### src/rtl/ks10_prefetch_queue.sv
`default_nettype none
// +--------------------------------------------------------------------------+
// | ks10_prefetch_queue : sequential instruction prefetch FIFO feeding the IR |
// | Revision 1.0                                                             |
// +--------------------------------------------------------------------------+
module ks10_prefetch_queue #(
  parameter int DEPTH = 4,
  parameter int AW    = 18
) (
  input  logic          clk,
  input  logic          rst,
  input  logic          pc_load,
  input  logic [0:AW-1] pc_in,
  output logic          mem_req,
  output logic [0:AW-1] mem_addr,
  input  logic          mem_ack,
  input  logic [0:35]   mem_data,
  output logic          ir_valid,
  input  logic          ir_take,
  output logic [0:35]   ir_word,
  output logic [0:AW-1] ir_addr,
  output logic [0:4]    count
);

  localparam int            PW      = $clog2(DEPTH);
  localparam logic [0:4]    DEPTH_C = 5'(DEPTH);
  localparam logic [0:AW-1] ONE     = AW'(1);

  typedef enum logic [1:0] {S_IDLE, S_REQ, S_DISCARD} state_t;

  state_t        state_q, state_d;
  logic [0:AW-1] fa_q, fa_d;
  logic [0:AW-1] mem_addr_q, mem_addr_d;
  logic          mem_req_q, mem_req_d;
  logic [0:4]    count_q, count_d;
  logic [PW-1:0] rd_q, rd_d;
  logic [PW-1:0] wr_q, wr_d;

  logic [0:35]   word_mem [DEPTH];
  logic [0:AW-1] addr_mem [DEPTH];

  logic          pop, push;
  logic [0:4]    count_pop, count_new;

  assign pop       = (count_q != 5'd0) && ir_take;
  assign push      = (state_q == S_REQ) && mem_ack && !pc_load;
  assign count_pop = count_q - {4'b0, pop};
  assign count_new = count_pop + {4'b0, push};

  always_comb begin
    state_d    = state_q;
    fa_d       = fa_q;
    mem_addr_d = mem_addr_q;
    mem_req_d  = mem_req_q;
    count_d    = count_new;
    rd_d       = rd_q + PW'(pop);
    wr_d       = wr_q + PW'(push);

    if (pc_load) begin
      count_d = 5'd0;
      rd_d    = '0;
      wr_d    = '0;
    end

    case (state_q)
      S_IDLE: begin
        // A redirect empties the queue, so it can issue straight to pc_in.
        if (pc_load) begin
          fa_d       = pc_in;
          mem_addr_d = pc_in;
          mem_req_d  = 1'b1;
          state_d    = S_REQ;
        end else if (count_pop < DEPTH_C) begin
          mem_addr_d = fa_q;
          mem_req_d  = 1'b1;
          state_d    = S_REQ;
        end
      end
      S_REQ: begin
        if (mem_ack && pc_load) begin
          fa_d      = pc_in;
          mem_req_d = 1'b0;
          state_d   = S_IDLE;
        end else if (mem_ack) begin
          fa_d = fa_q + ONE;
          if (count_new < DEPTH_C) begin
            mem_addr_d = fa_q + ONE;
          end else begin
            mem_req_d = 1'b0;
            state_d   = S_IDLE;
          end
        end else if (pc_load) begin
          fa_d    = pc_in;
          state_d = S_DISCARD;
        end
      end
      S_DISCARD: begin
        // The stale request stays on the bus until acked; only fa follows redirects.
        if (pc_load) fa_d = pc_in;
        if (mem_ack) begin
          mem_req_d = 1'b0;
          state_d   = S_IDLE;
        end
      end
      default: begin
        mem_req_d = 1'b0;
        state_d   = S_IDLE;
      end
    endcase
  end

  always_ff @(posedge clk) begin
    if (!rst) begin
      state_q    <= S_IDLE;
      fa_q       <= '0;
      mem_addr_q <= '0;
      mem_req_q  <= 1'b0;
      count_q    <= 5'd0;
      rd_q       <= '0;
      wr_q       <= '0;
    end else begin
      state_q    <= state_d;
      fa_q       <= fa_d;
      mem_addr_q <= mem_addr_d;
      mem_req_q  <= mem_req_d;
      count_q    <= count_d;
      rd_q       <= rd_d;
      wr_q       <= wr_d;
    end
  end

  always_ff @(posedge clk) begin
    if (rst && push) begin
      word_mem[wr_q] <= mem_data;
      addr_mem[wr_q] <= fa_q;
    end
  end

  assign mem_req  = mem_req_q;
  assign mem_addr = mem_addr_q;
  assign ir_valid = (count_q != 5'd0);
  assign ir_word  = word_mem[rd_q];
  assign ir_addr  = addr_mem[rd_q];
  assign count    = count_q;

endmodule
`default_nettype wire

### config.mk
export PLATFORM = sky130hd
export DESIGN_NAME = ks10_prefetch_queue
export DESIGN_NICKNAME = d
export VERILOG_FILES = /design/src/rtl/ks10_prefetch_queue.sv
export SDC_FILE = /design/constraint.sdc
export NUM_CORES = 1
export LEC_CHECK = 0
export ABC_AREA = 1
export CAP_MARGIN = 20
export CORE_MARGIN = 4
export CORE_UTILIZATION = 35
export CTS_BUF_LIST = sky130_fd_sc_hd__clkbuf_8 sky130_fd_sc_hd__clkbuf_16
export CTS_CLUSTER_SIZE = 30
export DETAILED_ROUTE_END_ITERATION = 7
export GPL_TIMING_DRIVEN = 0
export PLACE_DENSITY = 0.59
export SKIP_LAST_GASP = 1
export SYNTH_ARGS = -nofsm -noshare
export SYNTH_HDL_FRONTEND = slang
export SYNTH_SLANG_ARGS = --single-unit
### constraint.sdc
create_clock -name clk -period 17.2 [get_ports clk]
set_input_delay 3.44 -clock clk [delete_from_list [all_inputs] [get_ports clk]]
set_output_delay 3.44 -clock clk [all_outputs]
set_load 0.02 [all_outputs]
==> results of run 1 <==
[Yosys cell counts]
master / number / share of area [%]
sky130_fd_sc_hd__edfxtp_1: 216 / 58
sky130_fd_sc_hd__nor2_1: 184 / 6.2
sky130_fd_sc_hd__o21ai_0: 136 / 6.1
sky130_fd_sc_hd__nand2_1: 134 / 4.5
sky130_fd_sc_hd__inv_1: 60 / 2.0
sky130_fd_sc_hd__o22ai_1: 60 / 3.4
sky130_fd_sc_hd__dfxtp_1: 48 / 8.7
sky130_fd_sc_hd__clkbuf_1: 43 / 1.5
sky130_fd_sc_hd__a21oi_1: 34 / 1.5
sky130_fd_sc_hd__nand3_1: 27 / 1.2
sky130_fd_sc_hd__nand2_2: 9 / 0.51
sky130_fd_sc_hd__nor3_1: 9 / 0.41
sky130_fd_sc_hd__nand4_1: 8 / 0.45
sky130_fd_sc_hd__xor2_1: 8 / 0.63
sky130_fd_sc_hd__ha_1: 7 / 0.79
sky130_fd_sc_hd__a22oi_1: 6 / 0.41
sky130_fd_sc_hd__buf_2: 5 / 0.23
sky130_fd_sc_hd__a221oi_1: 4 / 0.32
sky130_fd_sc_hd__inv_2: 4 / 0.14
sky130_fd_sc_hd__a31oi_1: 3 / 0.17
sky130_fd_sc_hd__nand3_2: 3 / 0.27
sky130_fd_sc_hd__nand3b_1: 3 / 0.20
sky130_fd_sc_hd__nor2_2: 3 / 0.17
sky130_fd_sc_hd__xnor2_1: 3 / 0.24
sky130_fd_sc_hd__buf_4: 2 / 0.14
sky130_fd_sc_hd__clkinv_1: 2 / 0.068
sky130_fd_sc_hd__mux2i_1: 2 / 0.18
sky130_fd_sc_hd__nand2_4: 2 / 0.20
sky130_fd_sc_hd__nor2_4: 2 / 0.20
sky130_fd_sc_hd__o221ai_1: 2 / 0.16
sky130_fd_sc_hd__a21oi_2: 1 / 0.079
sky130_fd_sc_hd__and2_1: 1 / 0.056
sky130_fd_sc_hd__buf_1: 1 / 0.034
sky130_fd_sc_hd__buf_6: 1 / 0.10
sky130_fd_sc_hd__nor2_8: 1 / 0.18
[worst max path at each step]
stage                                           end  slack (ps)
after floorplan            addr_mem[0][0]$_DFFE_PP_        8920
after global placement    word_mem[3][27]$_DFFE_PP_        5150
after detailed placement   mem_addr[4]$_SDFFE_PN0P_       10650
after CTS                                ir_addr[7]       10180
after global routing                     ir_addr[7]       10050
final                                    ir_addr[7]       10250
[power by group through the flow]
stage / logic (mW) / registers, mW / clock network, mW
after floorplan: 0.123 / 0.761 / 0
after global placement: 0.233 / 0.751 / 0
after detailed placement: 0.236 / 0.750 / 0
after CTS: 0.238 / 0.737 / 0.608
after global routing: 0.261 / 0.741 / 0.636
final: 0.237 / 0.738 / 0.593
[flip-flops by register name (all words and copies together) (netlist names)]
name	count
rd_q	2
wr_q	2
fa_q	18
word_mem	144
mem_req	1
count	5
state_q	2
addr_mem	72
mem_addr	18
[through the flow]
| step | power, mW | hold slack, ps | cells | setup WS, ps | cell area (um^2) |
|---|---|---|---|---|---|
| 6_report | 1.567 | 467.7 | 1638 | 10250 | 14140 |
| 5_1_grt | 1.638 | 497.1 | 1638 | 10050 | 14140 |
| 4_1_cts | 1.583 | 474.6 | 1638 | 10180 | 14140 |
| 3_5_place_dp | 0.9865 | 457.0 | 1588 | 10650 | 13220 |
| 3_3_place_gp | 0.9845 | 471.2 | 1565 | 5155 | 12940 |
| 2_1_floorplan | 0.8845 | 481.7 | 1034 | 8921 | 11090 |
[final cells by class]
class | instances | area share (%)
Multi-Input combinational cell | 652 | 22.62
Sequential cell | 264 | 52.66
Inverter | 66 | 1.752
Clock inverter | 21 | 1.442
Clock buffer | 29 | 5.052
Tap cell | 396 | 3.504
Timing Repair Buffer | 158 | 11.44
Buffer | 52 | 1.531
[worst reg2reg max path, stage by stage (launching register included)]
cell and delay [ps]:
sky130_fd_sc_hd__dfxtp_1 390, sky130_fd_sc_hd__inv_2 100, sky130_fd_sc_hd__nor2_4 130, sky130_fd_sc_hd__inv_1 100, sky130_fd_sc_hd__buf_2 210, sky130_fd_sc_hd__nor2_2 180
sky130_fd_sc_hd__inv_2 130, sky130_fd_sc_hd__nor2_1 340, sky130_fd_sc_hd__ha_1 260, sky130_fd_sc_hd__ha_1 180, sky130_fd_sc_hd__inv_1 60, sky130_fd_sc_hd__a21oi_1 180
sky130_fd_sc_hd__nand3_1 100, sky130_fd_sc_hd__nand2_1 140, sky130_fd_sc_hd__nand2_2 110, sky130_fd_sc_hd__nand2_4 130, sky130_fd_sc_hd__nand2_4 100, sky130_fd_sc_hd__buf_6 160
sky130_fd_sc_hd__nor2_1 110, sky130_fd_sc_hd__nor2_2 50
[per-layer routing]
layer	up-vias	share of wire (%)
met1	3959	46
met2	255	46
met3	46	5.9
li1	4025	-
met4	0	2.2
met5	-	0
[cell usage in the layout, fill, tap and decap left out, drive strengths merged, types with 3 or more instances in the layout]
cell type      Yosys  layout
o22ai             60      60
a21oi             35      35
xnor2              3       3
nand3b             3       3
clkinv             2      15
nor2             190     190
edfxtp           216     216
xor2               8       8
dfxtp             48      48
nand3             30      30
a31oi              3       3
ha                 7       7
buf                9      32
a22oi              6       6
o21ai            136     136
clkdlybuf4s50      0     135
inv               64      68
nand2            145     145
a221oi             4       4
nand4              8       8
nor3               9       9
clkbuf            43      72
bufinv             0       3
[cell families (layout without fill, tap and decap cells)]
logic type | Yosys count | count (layout) | synth area share [%]
DFF | 264 | 264 | 67.16
AOI/OAI and AO/OA | 246 | 246 | 12.19
and+or+nand+nor | 386 | 386 | 14.63
adders and majority gates | 7 | 7 | 0.7898
muxes | 2 | 2 | 0.1805
xor gates and xnor gates | 11 | 11 | 0.8688
buffers and inverters | 118 | 326 | 4.186
==> flow_summary.json, run 1 <==
{
  "chipWidth_um": 186,
  "chipHeight_um": 186,
  "grt_max_degree": 16,
  "critical_path_depth": 7,
  "ant_nets": 0,
  "reg2reg_depth": 19,
  "critical_path.startpoint_type": "flop",
  "worst_path_dominant_cell_family": "buffers and inverters",
  "vdd.ir_drop.worst_mv": 0.07579,
  "clock_latency_at_the_later_pin_of_the_worst_skew_pair_ps": 560,
  "groute.usage.overall_pct": 16.64,
  "tightest_slew_ps": 924.0,
  "mappedNetlistArea_um2": 11090,
  "postSynthCellCount": 1034,
  "count_of_different_cell_masters_after_synthesis": 35,
  "crit_slowest_cell": "sky130_fd_sc_hd__clkdlybuf4s50_1",
  "synth_sequential_area_ratio_pct": 67.16,
  "final_layout_net_count": 1288,
  "worstPathBufferInverterCount": 5,
  "worst_setup_path_end_kind": "output pin",
  "insertedDiodeCount": 0,
  "post-route-period-util_pct": 40.38,
  "critical_setup_path_kind": "reg2out",
  "static-leakage-power_nw": 5.063,
  "root_buffer": "sky130_fd_sc_hd__clkbuf_16",
  "cellPowerDensity_nw_per_um2": 110.8,
  "global_route.usage.met1_pct": 23.15,
  "count_of_fill_cells_added_during_filler_insertion": 2867,
  "tritoncts.num_buffers": 28,
  "finalWirelength_mm": 29.56,
  "postCtsHoldBufs": 0,
  "worst_slew_margin_rel_pct": 38.07,
  "post-route-util_pct": 45.75,
  "netSwitchingFraction_pct": 26.11,
  "synth.net_count": 1100,
  "power_frac_clock_pct": 37.8,
  "grt_util_met2_pct": 27.40,
  "syn_to_final_growth_pct": 27.52,
  "timing.reg2reg.setup_slack_ps": 13930,
  "total_setup_violations_reported_at_the_end_of_the_flow": 0,
  "vias_per_cell": 5.058,
  "cts_buffer_depth": 3,
  "max_stage_delay_ps": 700,
  "grt_antenna_before_repair": 0,
  "busiest_layer": "met2",
  "port_buffer_count": 135,
  "holdPathEnd": "mem_req$_SDFFE_PN0P_",
  "worst_ep_arrival_time_ps": 3510,
  "ys_seq_elements": 264,
  "critPathMostFrequentCell": "sky130_fd_sc_hd__clkbuf_1",
  "yosysWarningCount": 0,
  "number_of_gates_resized_after_cts": 0,
  "floorplan_core_area_um2": 30910,
  "post_cts.repair.setup_buffers": 0,
  "finalHoldViolCount": 0,
  "global_route.overflow_total": 0,
  "timing.final.max_slew_violations": 0,
  "final.min_clock_period_ps": 6946,
  "route.detailed.wl_per_inst_um": 18.05,
  "p_int_mw": 1.158,
  "groute.layer.met3.usage_pct": 2.853,
  "crit_chain": "clkbuf_1, inv_2, clkbuf_1, clkbuf_1, nor2_1, o22ai_1, clkdlybuf4s50_1",
  "total_switching_power_mw": 0.4092,
  "outcome": "finished clean",
  "grt_pass1_wl_mm": 45.53,
  "finalClockSkew_ps": 18.40,
  "drtIter0Drc": 744,
  "max_freq_mhz": 144.0,
  "cts_tree": "built",
  "finalWeightedCongestion": 0.8738,
  "start_util_pct": 35.88,
  "combPwrFrac_pct": 15.1,
  "dr.pass1.iters": 5,
  "rr_startpoint": "state_q[0]$_SDFFE_PN0P_",
  "share_of_cells_above_drive_strength_1_pct": 8.132,
  "power.sequential.fraction_pct": 47.1,
  "clock_edge_transition_at_the_registers_on_the_reported_setup_and_hold_paths_ps": 60,
  "post-route-drc-count": 0,
  "crit_required_ps": 13760,
  "hold_path_class": "reg2reg",
  "std_cell_rows": 64,
  "max_cap_viol_count": 0,
  "fp.dieArea_um2": 34600,
  "hold_path_depth": 2,
  "hpwlAfterDp_mm": 20.63,
  "ioPinCount": 138,
  "worstPathMaxFanout": 10,
  "number_of_global_route_vias_before_repair": 8180,
  "critical_path.startpoint": "rd_q[0]$_SDFF_PP0_",
  "grt_setup_unrepaired": "no",
  "avgSynthCellArea_um2": 10.72,
  "setup_total_negative_slack_ps": 0,
  "cts.sinks": 264,
  "h_tree_depth": 1,
  "worst_hold_startpoint": "mem_req$_SDFFE_PN0P_",
  "vias": 8285,
  "crit-reg2reg-capture": "mem_addr[12]$_SDFFE_PN0P_",
  "area_occupied_by_multi_input_gates_um2": 3198,
  "sequential_cell_area_um2": 7447
}
Note: power is estimated with default switching activity, not from simulation.
==> run 2: changes to the inputs <==
--- a/config.mk
+++ b/config.mk
@@ -13,7 +13,7 @@
 export CTS_CLUSTER_SIZE = 30
 export DETAILED_ROUTE_END_ITERATION = 7
 export GPL_TIMING_DRIVEN = 0
-export PLACE_DENSITY = 0.59
+export PLACE_DENSITY = 0.61
 export SKIP_LAST_GASP = 1
 export SYNTH_ARGS = -nofsm -noshare
 export SYNTH_HDL_FRONTEND = slang
==> constraint.sdc (replaced) <==
create_clock -name clk -period 5.8 [get_ports clk]
set_input_delay 1.16 -clock clk [delete_from_list [all_inputs] [get_ports clk]]
set_output_delay 1.16 -clock clk [all_outputs]
set_load 0.02 [all_outputs]
==> flow_summary.json, run 2 (synthesis results as in run 1) <==
{
  "grt_max_degree": 16,
  "cellPowerDensity_nw_per_um2": 329.9,
  "post_cts.repair.setup_buffers": 0,
  "crit_required_ps": 4640,
  "clock_edge_transition_at_the_registers_on_the_reported_setup_and_hold_paths_ps": 60,
  "hold_path_class": "reg2reg",
  "worst_slew_margin_rel_pct": 34.61,
  "wl_met3_mm": 2.228,
  "std_cell_rows": 64,
  "critical_setup_path_kind": "reg2out",
  "crit_chain": "clkbuf_1, inv_2, clkbuf_1, clkbuf_1, nor2_1, o22ai_1, clkdlybuf4s50_1",
  "number_of_gates_resized_after_cts": 0,
  "syn_to_final_growth_pct": 27.64,
  "post-route-drc-count": 0,
  "vias_per_cell": 5.062,
  "ant_nets": 0,
  "h_tree_depth": 1,
  "worst_setup_path_end_kind": "output pin",
  "floorplan_core_area_um2": 30910,
  "worstPathBufferInverterCount": 5,
  "netSwitchingFraction_pct": 25.62,
  "vdd.ir_drop.worst_mv": 0.2434,
  "vias": 8297,
  "tritoncts.num_buffers": 28,
  "worstPathMaxFanout": 10,
  "post-route-util_pct": 45.79,
  "sequential_cell_area_um2": 7447,
  "finalClockSkew_ps": 17.89,
  "total_switching_power_mw": 1.196,
  "share_of_cells_above_drive_strength_1_pct": 7.884,
  "combPwrFrac_pct": 15.0,
  "place_ws_ps": 1556,
  "fp.dieArea_um2": 34600,
  "finalWirelength_mm": 29.02,
  "grt_setup_unrepaired": "no",
  "cts.sinks": 264,
  "final.min_clock_period_ps": 4616,
  "groute.usage.overall_pct": 16.26,
  "postCtsHoldBufs": 0,
  "outcome": "finished clean",
  "max_freq_mhz": 216.6,
  "global_route.overflow_total": 0,
  "chipHeight_um": 186,
  "tightest_slew_ps": 975.5,
  "insertedDiodeCount": 0,
  "met2RoutedLength_mm": 13.55,
  "dpl_cell_area_um2": 13220,
  "power_frac_clock_pct": 38.2,
  "crit_slowest_cell": "sky130_fd_sc_hd__clkdlybuf4s50_1",
  "port_buffer_count": 135,
  "worst_path_dominant_cell_family": "buffers and inverters",
  "start_util_pct": 35.88,
  "static-leakage-power_nw": 5.076,
  "most-common-layout-cells": "216 x sky130_fd_sc_hd__edfxtp_1, 184 x sky130_fd_sc_hd__nor2_1, 136 x sky130_fd_sc_hd__o21ai_0",
  "ioPinCount": 138,
  "max_stage_delay_ps": 680,
  "worst_ep_arrival_time_ps": 3460,
  "timing.final.max_slew_violations": 0,
  "hpwlAfterDp_mm": 20.28,
  "final_layout_net_count": 1288,
  "critical_path.startpoint_type": "flop",
  "p_int_mw": 3.473,
  "root_buffer": "sky130_fd_sc_hd__clkbuf_16",
  "route.detailed.wl_per_inst_um": 17.70,
  "wirelength_met1_mm": 12.59,
  "largest_register_ff_count": 144,
  "highest-signal-layer": "met4",
  "clock_latency_at_the_later_pin_of_the_worst_skew_pair_ps": 560,
  "area_occupied_by_multi_input_gates_um2": 3198,
  "drtIter0Drc": 777,
  "dr.pass1.iters": 6,
  "critPathMostFrequentCell": "sky130_fd_sc_hd__clkbuf_1",
  "grt_antenna_before_repair": 0,
  "cts_buffer_depth": 3,
  "placedCellCount": 1588,
  "mostFrequentLayoutCell": "sky130_fd_sc_hd__edfxtp_1",
  "chipWidth_um": 186,
  "count_of_fill_cells_added_during_filler_insertion": 2851,
  "number_of_global_route_vias_before_repair": 8090,
  "post-route-period-util_pct": 79.59,
  "cts_tree": "built",
  "most_flop_heavy_register": "word_mem",
  "biggestRegsByFlops": "word_mem x144, addr_mem x72",
  "total_setup_violations_reported_at_the_end_of_the_flow": 0,
  "finish.cell_count_without_fillers": 1639,
  "final_area_um2": 14150,
  "max_cap_viol_count": 0,
  "power.sequential.fraction_pct": 46.8,
  "finalWeightedCongestion": 0.8621,
  "finalHoldViolCount": 0,
  "setup_ws_ps": 1184,
  "grt_pass1_wl_mm": 44.42
}
[run 2: changes by cell type in the layout (fill, tap and decap cells not counted)]
| cell | before | now |
|---|---|---|
| sky130_fd_sc_hd__clkinv_4 | 1 | 0 |
| sky130_fd_sc_hd__inv_1 | 63 | 66 |
| sky130_fd_sc_hd__buf_4 | 4 | 3 |
| sky130_fd_sc_hd__inv_6 | 1 | 0 |
| sky130_fd_sc_hd__buf_8 | 4 | 2 |
| sky130_fd_sc_hd__clkinv_1 | 8 | 9 |
| sky130_fd_sc_hd__buf_6 | 18 | 21 |
| sky130_fd_sc_hd__bufinv_16 | 3 | 4 |
| sky130_fd_sc_hd__clkinv_2 | 5 | 3 |
[run 2: power by group through the flow]
stage / sequential, mW / combinational [mW] / clock (mW)
finish: 2.19 / 0.699 / 1.78
CTS: 2.19 / 0.703 / 1.82
global placement: 2.23 / 0.690 / 0
detailed placement: 2.22 / 0.698 / 0
floorplan: 2.26 / 0.365 / 0
global route: 2.20 / 0.773 / 1.90
[run 2: worst register-to-register path, stage by stage (launching register included)]
cell	delay, ps
sky130_fd_sc_hd__dfxtp_1	380
sky130_fd_sc_hd__inv_2	90
sky130_fd_sc_hd__nor2_4	140
sky130_fd_sc_hd__inv_1	100
sky130_fd_sc_hd__buf_2	210
sky130_fd_sc_hd__nor2_2	180
sky130_fd_sc_hd__inv_2	130
sky130_fd_sc_hd__nor2_1	330
sky130_fd_sc_hd__ha_1	270
sky130_fd_sc_hd__ha_1	190
sky130_fd_sc_hd__inv_1	60
sky130_fd_sc_hd__a21oi_1	160
sky130_fd_sc_hd__nand3_1	110
sky130_fd_sc_hd__nand2_1	140
sky130_fd_sc_hd__nand2_2	100
sky130_fd_sc_hd__nand2_4	140
sky130_fd_sc_hd__nand2_4	110
sky130_fd_sc_hd__buf_6	160
sky130_fd_sc_hd__nor2_1	110
sky130_fd_sc_hd__nor2_2	50
[run 2: final cells by class]
| class | count | share of cell area, % |
|---|---|---|
| buffer | 52 | 1.529 |
| clock buffer | 29 | 5.047 |
| tap | 396 | 3.500 |
| clock inverter | 22 | 1.565 |
| sequential | 264 | 52.61 |
| inverter | 66 | 1.750 |
| multi-input combinational | 652 | 22.59 |
| timing repair buffer | 158 | 11.40 |
[run 2: per-layer routing]
layer  vias up  track usage [%]
li1       4022                -
met1      3902            22.66
met2       326            26.69
met3        47            2.756
met4         0            3.993
met5         -                0
[run 2: worst paths after layout]
| path | startpoint | endpoint | slack (ps) | cells after the start |
|---|---|---|---|---|
| worst max register to register | state_q[0]$_SDFFE_PN0P_ | mem_addr[12]$_SDFFE_PN0P_ | 2560 | 19 |
| worst min register to register | mem_req$_SDFFE_PN0P_ | mem_req$_SDFFE_PN0P_ | 480 | 2 |
| worst min-delay path | mem_req$_SDFFE_PN0P_ | mem_req$_SDFFE_PN0P_ | 480 | 2 |
| worst max-delay path | rd_q[0]$_SDFF_PP0_ | ir_addr[7] | 1180 | 7 |
[run 2: stage by stage]
stage | hold WS, ps | total power, mW | setup TNS (ps)
6_report | 482.2 | 4.670 | 0
5_1_grt | 523.2 | 4.873 | 0
4_1_cts | 483.8 | 4.713 | 0
3_5_place_dp | 466.8 | 2.923 | 0
3_3_place_gp | 471.5 | 2.918 | -796630
2_1_floorplan | 481.7 | 2.623 | -43040
